===== src/rtl/uart_rx_fifo.sv =====
// uart_rx_fifo
//   Serial receive front end: synchronises the rxd pin, deserialises 8N1 UART
//   frames (LSB first) and buffers completed bytes in a small circular FIFO
//   that the consumer drains over a valid/ready handshake.
//
// Ports
//   clk        system clock
//   rst        synchronous reset, active-high
//   rxd        asynchronous serial input, idle high
//   rdata      byte at the FIFO head (valid only while rvalid=1, else 0)
//   rvalid     FIFO non-empty
//   rready     consumer accepts rdata this cycle
//   count      number of stored bytes (0 .. 2**FIFO_AW)
//   overrun    one-cycle pulse: completed byte dropped because FIFO was full
//   frame_err  one-cycle pulse: stop bit sampled low, byte discarded
module uart_rx_fifo #(
  parameter int CLK_PER_BIT = 868,
  parameter int FIFO_AW     = 4
) (
  input  logic               clk,
  input  logic               rst,
  input  logic               rxd,
  output logic [7:0]         rdata,
  output logic               rvalid,
  input  logic               rready,
  output logic [FIFO_AW:0]   count,
  output logic               overrun,
  output logic               frame_err
);

  localparam int CW    = $clog2(CLK_PER_BIT);
  localparam int DEPTH = 1 << FIFO_AW;

  localparam logic [CW-1:0]    CNT_LAST = CW'(CLK_PER_BIT - 1);
  localparam logic [CW-1:0]    CNT_HALF = CW'(CLK_PER_BIT / 2 - 1);
  localparam logic [FIFO_AW:0] DEPTH_C  = (FIFO_AW + 1)'(DEPTH);

  typedef enum logic [1:0] {IDLE, START, DATA, STOP} state_t;

  // Input synchroniser
  logic sync1_q;
  logic rxd_s_q;

  always_ff @(posedge clk) begin
    if (rst) begin
      sync1_q <= 1'b1;
      rxd_s_q <= 1'b1;
    end else begin
      sync1_q <= rxd;
      rxd_s_q <= sync1_q;
    end
  end

  // Frame FSM
  state_t        state_q;
  logic [CW-1:0] clk_cnt_q;
  logic [2:0]    bit_idx_q;
  logic [7:0]    shift_q;
  logic          armed_q;
  logic          frame_err_q;

  // armed_q blocks a new start after a low stop bit until the line has been
  // seen high again, so a held-low line never produces a spurious frame.
  always_ff @(posedge clk) begin
    if (rst) begin
      state_q     <= IDLE;
      clk_cnt_q   <= '0;
      bit_idx_q   <= '0;
      armed_q     <= 1'b1;
      frame_err_q <= 1'b0;
    end else begin
      frame_err_q <= 1'b0;
      case (state_q)
        IDLE: begin
          if (rxd_s_q) armed_q <= 1'b1;
          if (!rxd_s_q && armed_q) begin
            state_q   <= START;
            clk_cnt_q <= '0;
          end
        end
        START: begin
          if (clk_cnt_q == CNT_HALF) begin
            clk_cnt_q <= '0;
            bit_idx_q <= '0;
            state_q   <= rxd_s_q ? IDLE : DATA;
          end else begin
            clk_cnt_q <= clk_cnt_q + CW'(1);
          end
        end
        DATA: begin
          if (clk_cnt_q == CNT_LAST) begin
            clk_cnt_q          <= '0;
            shift_q[bit_idx_q] <= rxd_s_q;
            if (bit_idx_q == 3'd7) state_q   <= STOP;
            else                   bit_idx_q <= bit_idx_q + 3'd1;
          end else begin
            clk_cnt_q <= clk_cnt_q + CW'(1);
          end
        end
        STOP: begin
          if (clk_cnt_q == CNT_LAST) begin
            clk_cnt_q <= '0;
            state_q   <= IDLE;
            if (!rxd_s_q) begin
              frame_err_q <= 1'b1;
              armed_q     <= 1'b0;
            end
          end else begin
            clk_cnt_q <= clk_cnt_q + CW'(1);
          end
        end
        default: state_q <= IDLE;
      endcase
    end
  end

  // Byte completion: decoded from the stop-bit sample cycle
  logic push;
  assign push = (state_q == STOP) && (clk_cnt_q == CNT_LAST) && rxd_s_q;

  // FIFO storage and pointers
  logic [7:0]         mem [DEPTH];
  logic [FIFO_AW-1:0] wptr_q;
  logic [FIFO_AW-1:0] rptr_q;
  logic [FIFO_AW:0]   count_q;
  logic [FIFO_AW:0]   count_d;
  logic               overrun_q;
  logic               pop;
  logic               full;
  logic               wr_en;

  assign rvalid = (count_q != '0);
  assign pop    = rvalid && rready;
  assign full   = (count_q == DEPTH_C);
  // A pop in the same cycle frees the slot the push lands in.
  assign wr_en  = push && (!full || pop);

  always_comb begin
    count_d = count_q;
    if (wr_en && !pop)      count_d = count_q + (FIFO_AW + 1)'(1);
    else if (!wr_en && pop) count_d = count_q - (FIFO_AW + 1)'(1);
  end

  always_ff @(posedge clk) begin
    if (rst) begin
      wptr_q    <= '0;
      rptr_q    <= '0;
      count_q   <= '0;
      overrun_q <= 1'b0;
    end else begin
      overrun_q <= push && full && !pop;
      if (wr_en) wptr_q <= wptr_q + FIFO_AW'(1);
      if (pop)   rptr_q <= rptr_q + FIFO_AW'(1);
      count_q <= count_d;
    end
  end

  always_ff @(posedge clk) begin
    if (wr_en && !rst) mem[wptr_q] <= shift_q;
  end

  // Head entry only changes on a pop, so rdata is stable while stalled.
  assign rdata     = rvalid ? mem[rptr_q] : 8'h00;
  assign count     = count_q;
  assign overrun   = overrun_q;
  assign frame_err = frame_err_q;

endmodule

===== config.mk =====
export PLATFORM = sky130hd
export DESIGN_NAME = uart_rx_fifo
export DESIGN_NICKNAME = d
export VERILOG_FILES = /design/src/rtl/uart_rx_fifo.sv
export SDC_FILE = /design/constraint.sdc
export NUM_CORES = 1
export LEC_CHECK = 0
export CORE_MARGIN = 8
export CORE_UTILIZATION = 45
export DETAILED_ROUTE_END_ITERATION = 12
export HOLD_SLACK_MARGIN = 0.15
export PLACE_DENSITY = 0.67
export SLEW_MARGIN = 20
export SYNTH_ARGS = -nofsm -noshare
export SYNTH_HDL_FRONTEND = slang
export SYNTH_SLANG_ARGS = --single-unit

===== constraint.sdc =====
create_clock -name clk -period 4.89 [get_ports clk]
set_input_delay 0.7335 -clock clk [delete_from_list [all_inputs] [get_ports clk]]
set_output_delay 0.7335 -clock clk [all_outputs]
set_load 0.005 [all_outputs]

* Yosys cells after proc, flatten, opt, wreduce, memory -nomap -nowiden *
Memories as Yosys holds them, arrays and structs flattened. A register that Yosys moved wholly into a read port is not among the register bits.
Index checks and enable logic that the tools add are counted.

cells by class
  $add $sub $neg = 6
  $mul = 0
  div/mod/pow operators = 0
  $lt $le $gt $ge = 2
  eq/ne operators = 15
  shift-type cells = 0
  mux-type cells = 30
  bitwise logic cells = 3
  reductions and logical operators = 28

operators by type and width
  operator               number
  $mux 10                3
  $pmux 10 s3            1
  $ne 2x2->1 const B     8
  $mux 2                 6
  $logic_and 1x1->1      11
  $add 10x1->10 const B  1
  $eq 10x10->1 const B   1
  $eq 10x9->1 const B    1
  $mux 5                 2
  $mux 3                 3
  $add 4x1->4 const B    2
  $bwmux 8               1
  $mux 4                 2
  $mux 8                 1
  $pmux 2 s4             1
  $reduce_and 4->1       2
  $mux 1                 7
  $pmux 3 s2             1
  $reduce_bool 2->1      3
  $add 5x1->5 const B    1
  $eq 5x5->1 const B     1
  $logic_not 1->1        5
  $reduce_and 5->1       1
  $reduce_bool 5->1      1
  15 further kinds       18

storage, ports and cells
  register bits after elaboration = 41
  latch bits = 0
  RAM bits = 128
  ROM bits = 0
  word-level logic and storage cells = 97
  memories kept = 1

memory list
  memory  depth  bits a word  rd ports  clocked after memory_dff  write ports  RTL line  source
  mem     16     8            1         1                         1            122       logic [7:0] mem [DEPTH];

* Longest topological paths before layout *
  word-level depth = 8
  depth in mapped cells = 13

* Least setup slack after synthesis *
Ideal clock, no wire load.

  path kind = flip-flop to flip-flop
  start = register clk_cnt_q[0]
  end = register count_q[4], in the netlist count[4]
  arrival time = 3.089 ns
  data required time = 4.769 ns
  slack = 1.680 ns
  cell stages (with the launch flop) = 14
  path through = dfxtp_1 -> ha_1 -> and2_1 -> clkbuf_1 -> nand2_1 -> nor4b_1 -> ha_1 -> inv_1 -> ha_1 -> nor2b_1 -> o21a_1 -> or3_1 -> a21oi_1 -> mux2_2

on the way
  cells in the longest elaborated chain, start to end = 7
  elaborated cells between the ends (all ways) = 9

RTL lines
  item                                RTL line  source
  start: declaration                  56        logic [CW-1:0] clk_cnt_q;
  start signal: assignment            87        clk_cnt_q <= clk_cnt_q + CW'(1);
  start signal: assignment            97        clk_cnt_q <= clk_cnt_q + CW'(1);
  start signal: assignment            109       clk_cnt_q <= clk_cnt_q + CW'(1);
  $eq 10x10->1 (*)                    119       assign push = (state_q == STOP) && (clk_cnt_q == CNT_LAST) && rxd_s_q;
  $logic_and 1x1->1 (*) (2 in a row)  119
  $logic_and 1x1->1 (*)               136       assign wr_en = push && (!full || pop);
  $logic_not 1->1                     141       else if (!wr_en && pop) count_d = count_q - (FIFO_AW + 1)'(1);
  $logic_and 1x1->1                   141
  $reduce_bool 2->1 (no source line)  -
  end signal: assignment              154       count_q <= count_d;
  end: declaration                    125       logic [FIFO_AW:0] count_q;

Every way passes the cells marked *; elsewhere a longest branch is shown, timed or not.
A chain may end at the register's enable or synchronous reset.

==> out/results.tsv <==
metric	value	unit
TritonRoute pass-1 iters	4	
skew final	0.00917	ns
Finished Core Util	51.8	%
Filler cells	1300	
first-pass GRT wire length	21700	um
post-route cell area	8130	um^2
Max-Cap Viols	0	
Layout area overhead	14.1	%
area taken by multi-input logic gates	2160	um^2
HP Start	sync1_q	
slew margin rel.	33.3	%
Hold Path Depth	1	
Detailed Place HPWL	9060	um
pin count of the biggest net entering global routing	33	
worst vdd rail ir drop	0.234	mV
Setup CP Type	flip-flop to output port	
pwr/cell area	433	nW/um^2
Die Area	20100	um^2
CTS Root Buffer Type	clkbuf_16	
GRT Residual Overflow	0	
number of synthesized flops with an enable pin	136	
post-CTS setup buffer count	0	
total core area	15700	um^2
CP Launch Type	flip-flop	
Crit path top cell by count	mux4_2	
Synth area leaders	edfxtp_1, mux4_2, dfxtp_1	
Post-DRT Antenna Nets	0	
Syn Std Cell Area	7130	um^2
LEAKAGE	0.00257	uW
min Tclk post-route	3.83	ns
initial core utilization	45.4	%
Critical-path top delay cell	dfxtp_2	
CTS tree	done	
# clock sinks	173	
fraction of final layout cells sized beyond drive strength 1	17.0	%
chip width	142	um
GRT Total Usage	14.4	%
worst hold path type	flip-flop to flip-flop	
CP cell instances	buf_12, mux4_2, mux4_2, and2_1, clkdlybuf4s50_1	
Worst-Skew Late Latency	0.42	ns
Yosys reg bits	173	
RR Startpoint	clk_cnt_q[0]	
top-area cell type share of the netlist area	57.3	%
gpl congestion	0.745	
Remaining DRCs	0	
ant diodes	0	
Routed WL per cell	19.2	um
Main synth FF type	edfxtp_1	
initial detailed-routing violation count	281	
Req. time, crit path	4.16	ns
Post-DP Area	7570	um^2
Final Max Tran Viols	0	
Final TNS setup	0	ns
worst endpoint data arrival time	3.10	ns
initial antenna violation count	0	
via/cell ratio	5.45	
Yosys cell types	43	
CTS Hold Buffers Added	0	
Synth async-reset ratio	0	%
final wirelength	13700	um
port bufs	19	
H-tree depth	4	
Resized Gates After CTS	0	
reg-to-reg critical path endpoint	count[4]	
clock transition at the registers of the reported paths	0.06	ns
crit-path max FO	17	
setup violators final	0	
row count	46	
vias in the first global route	3956	
actual slew at the worst max-slew pin	0.994	ns
DR vias	3872	
status	finished, final reports clean	
Syn Inst Count	456	
hold slack	0.410	ns
Top-Level Pins	20	
r2r worst-path depth	12	
Synthesized Nets	475	
WHS Endpoint	rxd_s_q	
f_max	0.261	GHz
register area share after synthesis	67.7	%
r2r setup slk	1.34	ns
RSZ-0062 raised after global routing	false	
cell accounting for the most synthesized area	edfxtp_1	
fin nets	502	
cts bufs inserted	17	
clock tree buffer depth	2	
Worst path max stage delay	0.75	ns
yosys warns	0	
crit share post-route	78.3	%
die height	142	um
Worst Setup End Kind	output port	
Final Hold Viols	0	
register area	4830	um^2
Syn Area/Cell	15.6	um^2
-- cells in the mapped netlist (all sizes together), types with 4 or more instances --
library cell,number
edfxtp,136
nor2,45
mux4,40
dfxtp,37
nand2,33
nand3,20
ha,14
a21oi,11
buf,11
inv,11
a31oi,10
and2,10
clkbuf,10
xor2,9
nand2b,7
nor3,7
o21ai,6
mux2i,4
-- cell families after synthesis --
kind of cell	count (synthesis)	share of synthesized area, %
compound gates	36	3.09
mux	45	13.4
fa+ha+maj	15	2.74
buf+inv	32	2.04
flops	173	67.7
simple gates	145	9.88
xor+xnor	10	1.23
-- critical path, delay by kind of cell (launching register included) --
| family | cells | cell delay, ns |
|---|---|---|
| flops | 1 | 0.75 |
| buf+inv | 2 | 0.72 |
| mux | 2 | 1.04 |
| simple gates | 1 | 0.17 |
-- state kept, by name (all words and copies together), names as in the netlist, 3 cells and up, named ones only --
signal	count
clk_cnt_q	10
rptr_q	4
wptr_q	4
bit_idx_q	3
shift_q	8
count	5
mem	128
-- how the worst max path moves through the flow --
| stage | start | end | slack [ns] | depth (start not counted) |
|---|---|---|---|---|
| 6_report | flip-flop | rdata[2] | 1.06 | 5 |
| 2_1_floorplan | clk_cnt_q[0] | count[4] | 1.68 | 13 |
| 3_5_place_dp | rready | count[4] | 1.10 | 12 |
| 3_3_place_gp | rready | count[4] | 1.21 | 12 |
| 5_1_grt | flip-flop | rdata[2] | 0.88 | 5 |
| 4_1_cts | flip-flop | rdata[2] | 0.99 | 5 |
-- layout make-up --
type	instances	share of cell area [%]
clock buffer	21	5.42
clock inverter	10	1.43
inverter	11	0.508
multi-input combinational	251	26.6
sequential	173	59.3
tap	216	3.32
timing repair buffer	29	3.42
-- stage by stage --
stage,std cells,setup WS (ns),power (uW)
after floorplan,456,1.68,2060
after global placement,680,1.21,2260
after CTS,711,0.990,3550
after detailed placement,680,1.10,2270
after global routing,711,0.884,3660
final,711,1.06,3520
-- layer usage --
metal / GRT usage, % / up-vias / routed length (um)
met5: 0 / - / 0
met1: 18.1 / 1963 / 5950
met4: 4.58 / 0 / 132
li1: - / 1799 / -
met3: 3.97 / 11 / 724
met2: 23.7 / 99 / 6850
-- power by group --
group | internal, uW | switching [uW]
registers | 1590 | 54.2
logic | 337 | 245
clock network | 750 | 540
total | 2680 | 839
-- cells in the final DEF, fill, tap and decap left out, types with 3 or more instances in the layout --
| cell type | n |
|---|---|
| clkbuf_1 | 4 |
| xor2_1 | 9 |
| and3_1 | 3 |
| nor4_1 | 3 |
| edfxtp_1 | 136 |
| inv_1 | 11 |
| nand2b_1 | 7 |
| buf_4 | 9 |
| mux4_2 | 40 |
| clkbuf_16 | 17 |
| a21oi_1 | 11 |
| o21ai_0 | 6 |
| mux2i_1 | 4 |
| nand3_1 | 20 |
| dfxtp_1 | 36 |
| nand4_1 | 3 |
| and2_1 | 10 |
| a31oi_1 | 10 |
| nand2_1 | 33 |
| clkdlybuf4s50_1 | 19 |
| clkinv_2 | 3 |
| nor2_1 | 45 |
| ha_1 | 14 |
| o21a_1 | 3 |
| nor3_1 | 7 |
Note: power is estimated with default switching activity, not from simulation.
